$ cat config.mk
export PLATFORM = sky130hd
export DESIGN_NAME = mealy_pattern_multi
export DESIGN_NICKNAME = d
export VERILOG_FILES = /design/src/rtl/mealy_pattern_multi.sv
export SDC_FILE = /design/constraint.sdc
export NUM_CORES = 1
export LEC_CHECK = 0
export CAP_MARGIN = 20
export CELL_PAD_IN_SITES_DETAIL_PLACEMENT = 1
export CELL_PAD_IN_SITES_GLOBAL_PLACEMENT = 2
export CORE_MARGIN = 4
export CORE_UTILIZATION = 28
export CTS_BUF_LIST = sky130_fd_sc_hd__clkbuf_8 sky130_fd_sc_hd__clkbuf_16
export DETAILED_ROUTE_END_ITERATION = 12
export MAX_ROUTING_LAYER = met4
export PLACE_DENSITY_LB_ADDON = 0.12
export SETUP_SLACK_MARGIN = 0.5
export SLEW_MARGIN = 0
export SYNTH_ARGS = -nofsm -noshare
export SYNTH_HDL_FRONTEND = slang
export SYNTH_SLANG_ARGS = --single-unit
$ cat constraint.sdc
create_clock -name clock -period 2.05 [get_ports clock]
set_clock_uncertainty 0.05 [all_clocks]
set_input_delay 0.41 -clock clock [delete_from_list [all_inputs] [get_ports clock]]
set_output_delay 0.41 -clock clock [all_outputs]
set_load 0.005 [all_outputs]
$ cat src/rtl/mealy_pattern_multi.sv
`default_nettype none
// ============================================================================
// Module   : mealy_pattern_multi
// Function : Serial Mealy detector comparing one shared bit history against
//            P loadable N-bit patterns, with saturating per-pattern counters.
// Revision : 1.0 - initial release
// ============================================================================
module mealy_pattern_multi #(
  parameter int N  = 3,
  parameter int P  = 2,
  parameter int CW = 8,
  parameter logic [P*N-1:0] PAT_RST = {3'b111, 3'b001}
) (
  input  logic            clock,
  input  logic            reset_n,
  input  logic            i,
  input  logic            valid_in,
  input  logic            overlap,
  input  logic            load,
  input  logic [2:0]      load_idx,
  input  logic [N-1:0]    load_pattern,
  input  logic            clear_cnt,
  output logic [P-1:0]    o,
  output logic [P*CW-1:0] match_cnt
);

  localparam int FW = (N > 2) ? $clog2(N) : 1;
  localparam logic [FW-1:0] c_fill_full = FW'(N - 1);

  logic [N-2:0]  r_hist;
  logic [FW-1:0] r_fill;
  logic [FW-1:0] w_fill_next;
  logic [N-1:0]  w_window;
  logic          w_full;

  // Current bit is appended to the history so a match is seen with no latency.
  assign w_window = {r_hist, i};
  assign w_full   = (r_fill == c_fill_full);

  always_comb begin
    w_fill_next = r_fill;
    if (!overlap && (|o)) begin
      w_fill_next = '0;
    end else if (r_fill != c_fill_full) begin
      w_fill_next = r_fill + FW'(1);
    end
  end

  always_ff @(posedge clock or negedge reset_n) begin
    if (!reset_n) begin
      r_hist <= '0;
      r_fill <= '0;
    end else if (valid_in) begin
      r_hist <= w_window[N-2:0];
      r_fill <= w_fill_next;
    end
  end

  for (genvar p = 0; p < P; p++) begin : g_chan
    // A load_idx of P or above never equals any channel index, so it is dropped.
    localparam logic [2:0] c_idx = 3'(p);

    logic [N-1:0]  r_pat;
    logic [CW-1:0] r_cnt;

    always_ff @(posedge clock or negedge reset_n) begin
      if (!reset_n) begin
        r_pat <= PAT_RST[p*N +: N];
      end else if (load && (load_idx == c_idx)) begin
        r_pat <= load_pattern;
      end
    end

    assign o[p] = valid_in & w_full & (w_window == r_pat);

    always_ff @(posedge clock or negedge reset_n) begin
      if (!reset_n) begin
        r_cnt <= '0;
      end else if (clear_cnt) begin
        r_cnt <= '0;
      end else if (o[p] && (r_cnt != {CW{1'b1}})) begin
        r_cnt <= r_cnt + CW'(1);
      end
    end

    assign match_cnt[p*CW +: CW] = r_cnt;
  end

endmodule
`default_nettype wire

==> results of run 1 <==
## worst min path at each step
stage | startpoint | end | slack, ps | cells past startpoint
4_1_cts | reset_n | g_chan[1].r_cnt[3]$_DFFE_PN0P_ | 470 | 2
3_5_place_dp | g_chan[0].r_cnt[7]$_DFFE_PN0P_ | g_chan[0].r_cnt[7]$_DFFE_PN0P_ | 480 | 1
3_3_place_gp | g_chan[0].r_cnt[7]$_DFFE_PN0P_ | g_chan[0].r_cnt[7]$_DFFE_PN0P_ | 480 | 1
2_1_floorplan | reset_n | g_chan[0].r_cnt[0]$_DFFE_PN0P_ | 60 | 0
6_report | reset_n | g_chan[1].r_cnt[6]$_DFFE_PN0P_ | 450 | 2
5_1_grt | reset_n | g_chan[1].r_cnt[6]$_DFFE_PN0P_ | 480 | 2
## cell families (layout without fill, tap and decap cells)
group / Yosys count / count (layout) / synth area share [%]
simple gates: 49 / 49 / 19.8
compound gates: 28 / 28 / 14.0
flops: 26 / 26 / 47.2
buf+inv: 13 / 88 / 3.87
mux: 11 / 11 / 8.73
xor+xnor: 6 / 6 / 3.78
fa+ha+maj: 3 / 3 / 2.70
## cells in the mapped netlist, drive strengths merged
library cell,count
o221ai,1
dfrtp,22
o311ai,3
inv,7
buf,3
nand3,7
o41ai,5
mux2,9
nand4,2
nor2,7
nand2,11
and4,1
o31ai,4
or2,1
o21bai,1
xor2,6
or4b,1
ha,3
clkbuf,3
dfstp,4
nor2b,2
a21oi,9
nor4bb,1
a211oi,1
o211a,1
or3,3
o21ai,3
nor4,2
mux2i,2
nor4b,1
and3,2
or4,8
## per-stage QoR
step	area (µm²)	setup TNS, ps	util (%)	setup WS, ps	hold slack [ps]
global placement	1870	-7150	39.3	-586	475
floorplan	1440	0	-	129	64.4
finish	2410	-546	50.7	-96.9	451
detailed placement	1870	-8200	39.3	-615	485
global route	2410	-1690	50.7	-177	476
CTS	2160	-341	45.5	-91.1	472
## where the power goes
group	total, mW	leakage [nW]	internal (mW)	switching, mW
sequential	0.625	0.333	0.581	0.0440
combinational	0.429	0.695	0.252	0.177
clock	0.348	0.0288	0.172	0.176
total	1.40	1.06	1.01	0.397
## what timing repair did
action,CTS,global route
buffers inserted,27,8
pin swaps,2,8
endpoints found under the setup margin,38,24
gates resized for setup,44,39
gates cloned,0,1
## registers in the layout, summed over array words and instances, names as in the netlist
register	cells
g_chan.r_cnt	16
g_chan.r_pat	6
r_hist	2
r_fill	2
## cell type report
type / instances / area share, %
clock buffer: 4 / 2.28
tap: 67 / 3.48
timing repair buffer: 77 / 29.3
inverter: 7 / 1.09
sequential: 26 / 27.3
multi-input combinational: 97 / 36.5
## per-layer routing
layer  GRT usage (%)  routed length, µm  up-vias
li1                -                  -      664
met1            17.1               1960      688
met2            27.1               2360       23
met3            1.95                118        7
met4            4.20                 72        0
met5               -                  0        -
==> summary.txt, run 1 <==
Setup path
  • Critical Path AT: 1690 ps
  • Worst-path maximum fanout: 2
  • R2r endpoint: g_chan[1].r_cnt[6]$_DFFE_PN0P_
  • Crit. Startpoint: r_hist[1]$_DFFE_PN0P_
  • Critical path's top delay family: simple AND/OR/NAND/NOR gates
  • Cell mode on critical path: buf_6
  • Launch point of the worst reg-to-reg path: r_hist[1]$_DFFE_PN0P_
  • Number of cells on the critical path: 5
  • Slowest-stage cell, CP: or4_4
  • Worst Setup Start Kind: flop
  • Worst path cell trace: buf_6, xor2_1, or4_4, inv_2, buf_6
  • Worst stage delay on the critical path: 560 ps
  • Worst setup EP type: primary output
  • Crit path to: o[1]
  • Crit path buf inv count: 3
  • Crit Path Class: flop to primary output
  • R2r setup slk: -90 ps
  • R2R cell count: 6
  • CP required: 1590 ps

Place
  • Post-DP HPWL: 2770 µm
  • Dpl cells: 238
  • Port Buffer Count: 30
  • GP Congestion: 0.754

Global route
  • Largest net degree at the start of global routing: 27
  • First-pass GRT wire length: 7160 µm
  • Vias in the first global route: 1527
  • Total gr overflow: 0
  • GRT Util Overall: 14.9%
  • Antenna violations before repair: 0

Clocking
  • Clk pin slew, worst setup/hold paths: 90 ps
  • Clk_lat worst skew: 280 ps
  • Total CTS buffers: 3
  • CTS max path bufs: 2
  • Clock root buffer: clkbuf_8
  • Cts hold-fix bufs: 0
  • Sink Count: 26
  • CTS tree: done
  • Total number of H-tree levels: 1

STA
  • Fin. Hold Viols: 0
  • Max transition margin: 37.8%
  • Tcrit/Tclk final: 105%
  • Max Slew Vio Count: 0
  • RSZ-0062 raised after global routing: yes
  • Setup WS post-layout: -96.9 ps
  • Fin crit period: 2150 ps
  • Final setup violation count: 13
  • Worst Tran Pin Value: 930 ps
  • Highest clock rate: 0.466 GHz

Cells and area
  • Most frequent cells in the layout: buf_4, dfrtp_1, dlygate4sd2_1
  • Multi-input combinational cell area: 880 µm²
  • Area Overhead vs Synth: 73.4%
  • Fillcell total: 542
  • Sequential cell area: 658 µm²
  • # nets final: 228
  • Most common cell after layout, fill and taps aside: buf_4
  • Layout cells sized above 1: 48.3%
  • Fin cells: 278
  • Antenna diodes: 0

Synthesis
  • Synth unique cells: 33
  • Yosys reg bits: 26
  • Synth area leader: dfrtp_1
  • Syn avg cell area: 10.2 µm²
  • Post-synthesis sequential area ratio: 47.2%
  • Cell Area, Synth: 1390 µm²
  • Post-Syn Nets: 152
  • Gate Count Post-Synth: 136
  • Yosys Warn Count: 0
  • Synth top area share: 39.6%
  • Synth area leaders: dfrtp_1, dfstp_2, mux2_2

Power
  • Peak VDD IR: 367 µV
  • Final Total Pwr: 1.40 mW
  • P_leak: 1.06 nW
  • Pwr/cell area: 582 nW/µm²

Detailed routing
  • Drt wl/cell: 16.3 µm
  • TritonRoute pass-1 iters: 4
  • Final ANT Viol Nets: 0
  • 1st-iter DRT viols: 24
  • Post-Route WL: 4520 µm
  • Routed vias: 1382
  • Vias per cell: 4.97
  • DR DRC count: 0

Floorplan
  • I/O pin cnt: 31
  • FP Rows: 25
  • DIE AREA: 6160 µm²
  • Core Box Area: 4750 µm²
  • Chip Height: 78.5 µm
  • Die X: 78.5 µm
  • Starting Density: 29.2%

Flow run
  • MaxCap Viol Count: 0

Min path
  • Min-Delay Path Class: input pin to async pin

Outcome
  • Violated checks: setup timing
  • Status: finished, violations left
(Power assumes the default switching activity.)
==> run 2: changes to the inputs <==
Settings changed: ABC_CLOCK_PERIOD_IN_PS set to 2050, SLEW_MARGIN 0 to unset.
==> results of run 2 <==
No change in the layout: final DEF, timing and power equal those of run 1.
==> run 3: changes to the inputs <==
Settings changed: CELL_PAD_IN_SITES_DETAIL_PLACEMENT 1 to unset, CELL_PAD_IN_SITES_GLOBAL_PLACEMENT 2 to unset, CORE_UTILIZATION 28 to 45.
==> run 3 against run 2 <==
Compared with the run above: the run still ends with setup timing left; total power decreased by 4.5%; die area decreased by 34%; cell count decreased by 13%; clock-buffer cell count decreased by 1; global-route usage increased by 3.5 points; combinational power decreased by 2%; first-iteration DRC count increased to 4.3 times the previous value; sequential power about the same; non-clock buffer count decreased by 1; critical path type is now flop to flop; largest cell class unchanged.
==> summary.txt, run 3 (synthesis results as in run 1) <==
Outcome
  • Status: finished, violations left
  • Violated checks: setup timing

Global route
  • Total gr overflow: 0 (unchanged)
  • Antenna violations before repair: 0 (unchanged)
  • GRT Util Overall: 18.4% (+3.5 points)
  • First-pass GRT wire length: 5800 µm (-19%)
  • Vias in the first global route: 1304 (-15%)
  • Largest net degree at the start of global routing: 27 (unchanged)

Power
  • Internal: 0.957 mW (-4.8%)
  • Sw Share: 28.5% (+0.23 points)
  • Sequential power share: 46.8% (+2.2 points)
  • Pwr/cell area: 568 nW/µm² (-2.5%)
  • Comb pwr share: 31.5% (+0.9 points)
  • Clock network power share: 21.6% (-3.2 points)
  • Peak VDD IR: 398 µV (+8.3%)
  • P_leak: 1.06 nW (+0.84%)
  • Final Total Pwr: 1.34 mW (-4.5%)
  • Switching power total: 0.382 mW (-3.7%)

Floorplan
  • Chip Height: 63.6 µm (-19%)
  • Core Box Area: 2850 µm² (-40%)
  • Starting Density: 48.7% (+19 points)
  • I/O pin cnt: 31 (unchanged)
  • DIE AREA: 4040 µm² (-34%)
  • Die X: 63.6 µm (-19%)
  • FP Rows: 19 (-24%)

Setup path
  • Worst-path maximum fanout: 7 (+5)
  • Worst stage delay on the critical path: 520 ps (-40 ps)
  • Critical Path AT: 2290 ps (+600 ps)
  • Worst setup EP type: flop
  • Cell mode on critical path: buf_6
  • CP required: 2200 ps (+610 ps)
  • Slowest-stage cell, CP: or4_4
  • Crit Path Class: flop to flop
  • Worst path cell trace: buf_6, xor2_1, or4_4, buf_8, buf_6, or4_1, a21oi_1
  • Worst Setup Start Kind: flop

STA
  • Max transition margin: 45.0% (+7.2 points)
  • Tcrit/Tclk final: 104% (-0.58 points)
  • Fin. Hold Viols: 0 (unchanged)
  • Setup WS post-layout: -84.9 ps (+11.9 ps)
  • Worst Tran Pin Value: 823 ps (-107 ps)
  • Max Slew Vio Count: 0 (unchanged)
  • Final setup violation count: 9 (-4)
  • Highest clock rate: 0.468 GHz (+0.56%)
  • Fin crit period: 2130 ps (-11.9 ps)
  • RSZ-0062 raised after global routing: yes

Cells and area
  • # nets final: 227 (-0.44%)
  • Multi-input combinational cell area: 901 µm² (+2.4%)
  • Layout cells sized above 1: 46.7% (-1.7 points)
  • Final Core Density: 82.7% (+32 points)
  • Most frequent cells in the layout: buf_4, dfrtp_1, dlygate4sd2_1
  • Max FFs per register: 16 (unchanged)
  • Fillcell total: 153 (-72%)
  • Area Overhead vs Synth: 69.8%
  • Most common cell after layout, fill and taps aside: buf_4
  • Largest regs: g_chan.r_cnt (16), g_chan.r_pat (6)
  • Largest Register: g_chan.r_cnt
  • Antenna diodes: 0 (unchanged)
  • Sequential cell area: 659 µm² (+0.19%)

Place
  • Port Buffer Count: 30 (unchanged)
  • GP Congestion: 0.879 (+17%)
  • Post-DP HPWL: 2300 µm (-17%)

Clocking
  • Clk pin slew, worst setup/hold paths: 90 ps (about the same)
  • Clk_lat worst skew: 270 ps (about the same)
  • Total number of H-tree levels: 1 (unchanged)
  • Total CTS buffers: 3 (unchanged)
  • Sink Count: 26 (unchanged)
  • CTS max path bufs: 2 (unchanged)
  • Clock root buffer: clkbuf_8
  • CTS tree: done

Detailed routing
  • Routed vias: 1430 (+3.5%)
  • Vias per cell: 5.93 (+19%)
  • Final ANT Viol Nets: 0 (unchanged)
  • Drt wl/cell: 18.3 µm (+13%)
  • TritonRoute pass-1 iters: 4 (unchanged)
  • DR DRC count: 0 (unchanged)
  • Post-Route WL: 4410 µm (-2.4%)
  • 1st-iter DRT viols: 104 (+330%)

Flow run
  • MaxCap Viol Count: 0 (unchanged)

Min path
  • Min-Delay Path Class: input pin to async pin
run 3: worst max-delay path, delay by kind of cell (launching register included):
family / cells / cell delay [ps]
XOR/XNOR: 1 / 160
AO/OA/AOI/OAI: 1 / 140
buffers and inverters: 3 / 420
AND/OR/NAND/NOR: 2 / 910
flip-flops: 1 / 400
run 3: what timing repair did:
action,4_1_cts,5_1_grt
endpoints found under the setup margin,38,24
pin swaps,2,15
hold buffers,0,0
cloned,0,0
buffers inserted,25,11
gates resized for setup,44,41
run 3: layout make-up:
type                    instances  share of cell area [%]
well taps                      31                    1.64
flip-flops and latches         26                    27.9
clock inverters                 1                   0.159
inverters                       7                    1.11
clock buffers                   3                    1.75
multi-input cells              97                    38.2
repair buffers                 76                    29.2
run 3: worst paths after layout:
| check | from | end | slack (ps) | cells past startpoint |
|---|---|---|---|---|
| setup reg to reg | r_hist[0]$_DFFE_PN0P_ | g_chan[1].r_cnt[3]$_DFFE_PN0P_ | -80 | 7 |
| hold reg to reg | g_chan[0].r_pat[2]$_DFFE_PN0P_ | g_chan[0].r_pat[2]$_DFFE_PN0P_ | 490 | 1 |
| max in group asynchronous | reset_n | g_chan[1].r_pat[1]$_DFFE_PN1P_ | 1170 | 2 |
| hold / removal | reset_n | r_fill[0]$_DFFE_PN0P_ | 470 | 2 |
| min in group clock | g_chan[0].r_pat[2]$_DFFE_PN0P_ | g_chan[0].r_pat[2]$_DFFE_PN0P_ | 490 | 1 |
| setup / recovery | r_hist[0]$_DFFE_PN0P_ | g_chan[1].r_cnt[3]$_DFFE_PN0P_ | -80 | 7 |
run 3: power groups by stage:
stage                     logic (mW)  clock network [mW]  registers [mW]
final                          0.422               0.290           0.627
after global routing           0.460               0.327           0.635
after CTS                      0.336               0.304           0.626
after detailed placement       0.270                   0           0.641
after global placement         0.249                   0           0.636
after floorplan                0.165                   0           0.627
run 3: stage by stage:
stage / std cells / setup TNS (ps) / hold slack, ps / setup WS (ps) / cell area [µm²]
final: 241 / -507 / 468 / -84.9 / 2360
after global routing: 241 / -986 / 489 / -132 / 2360
after CTS: 230 / -146 / 464 / -54.4 / 2080
after detailed placement: 201 / -7480 / 483 / -576 / 1810
after global placement: 201 / -6930 / 472 / -567 / 1810
after floorplan: 136 / 0 / 64.4 / 129 / 1440
run 3: per-layer routing:
metal  routed length [µm]  track usage, %  share of wire, %  up-vias
met5                    0               -                 0        -
met4                   65            6.47               1.5        0
met3                  128            2.49               2.9        7
met2                 2280            31.6                52       30
met1                 1940            22.0                44      726
li1                     -               -                 -      667
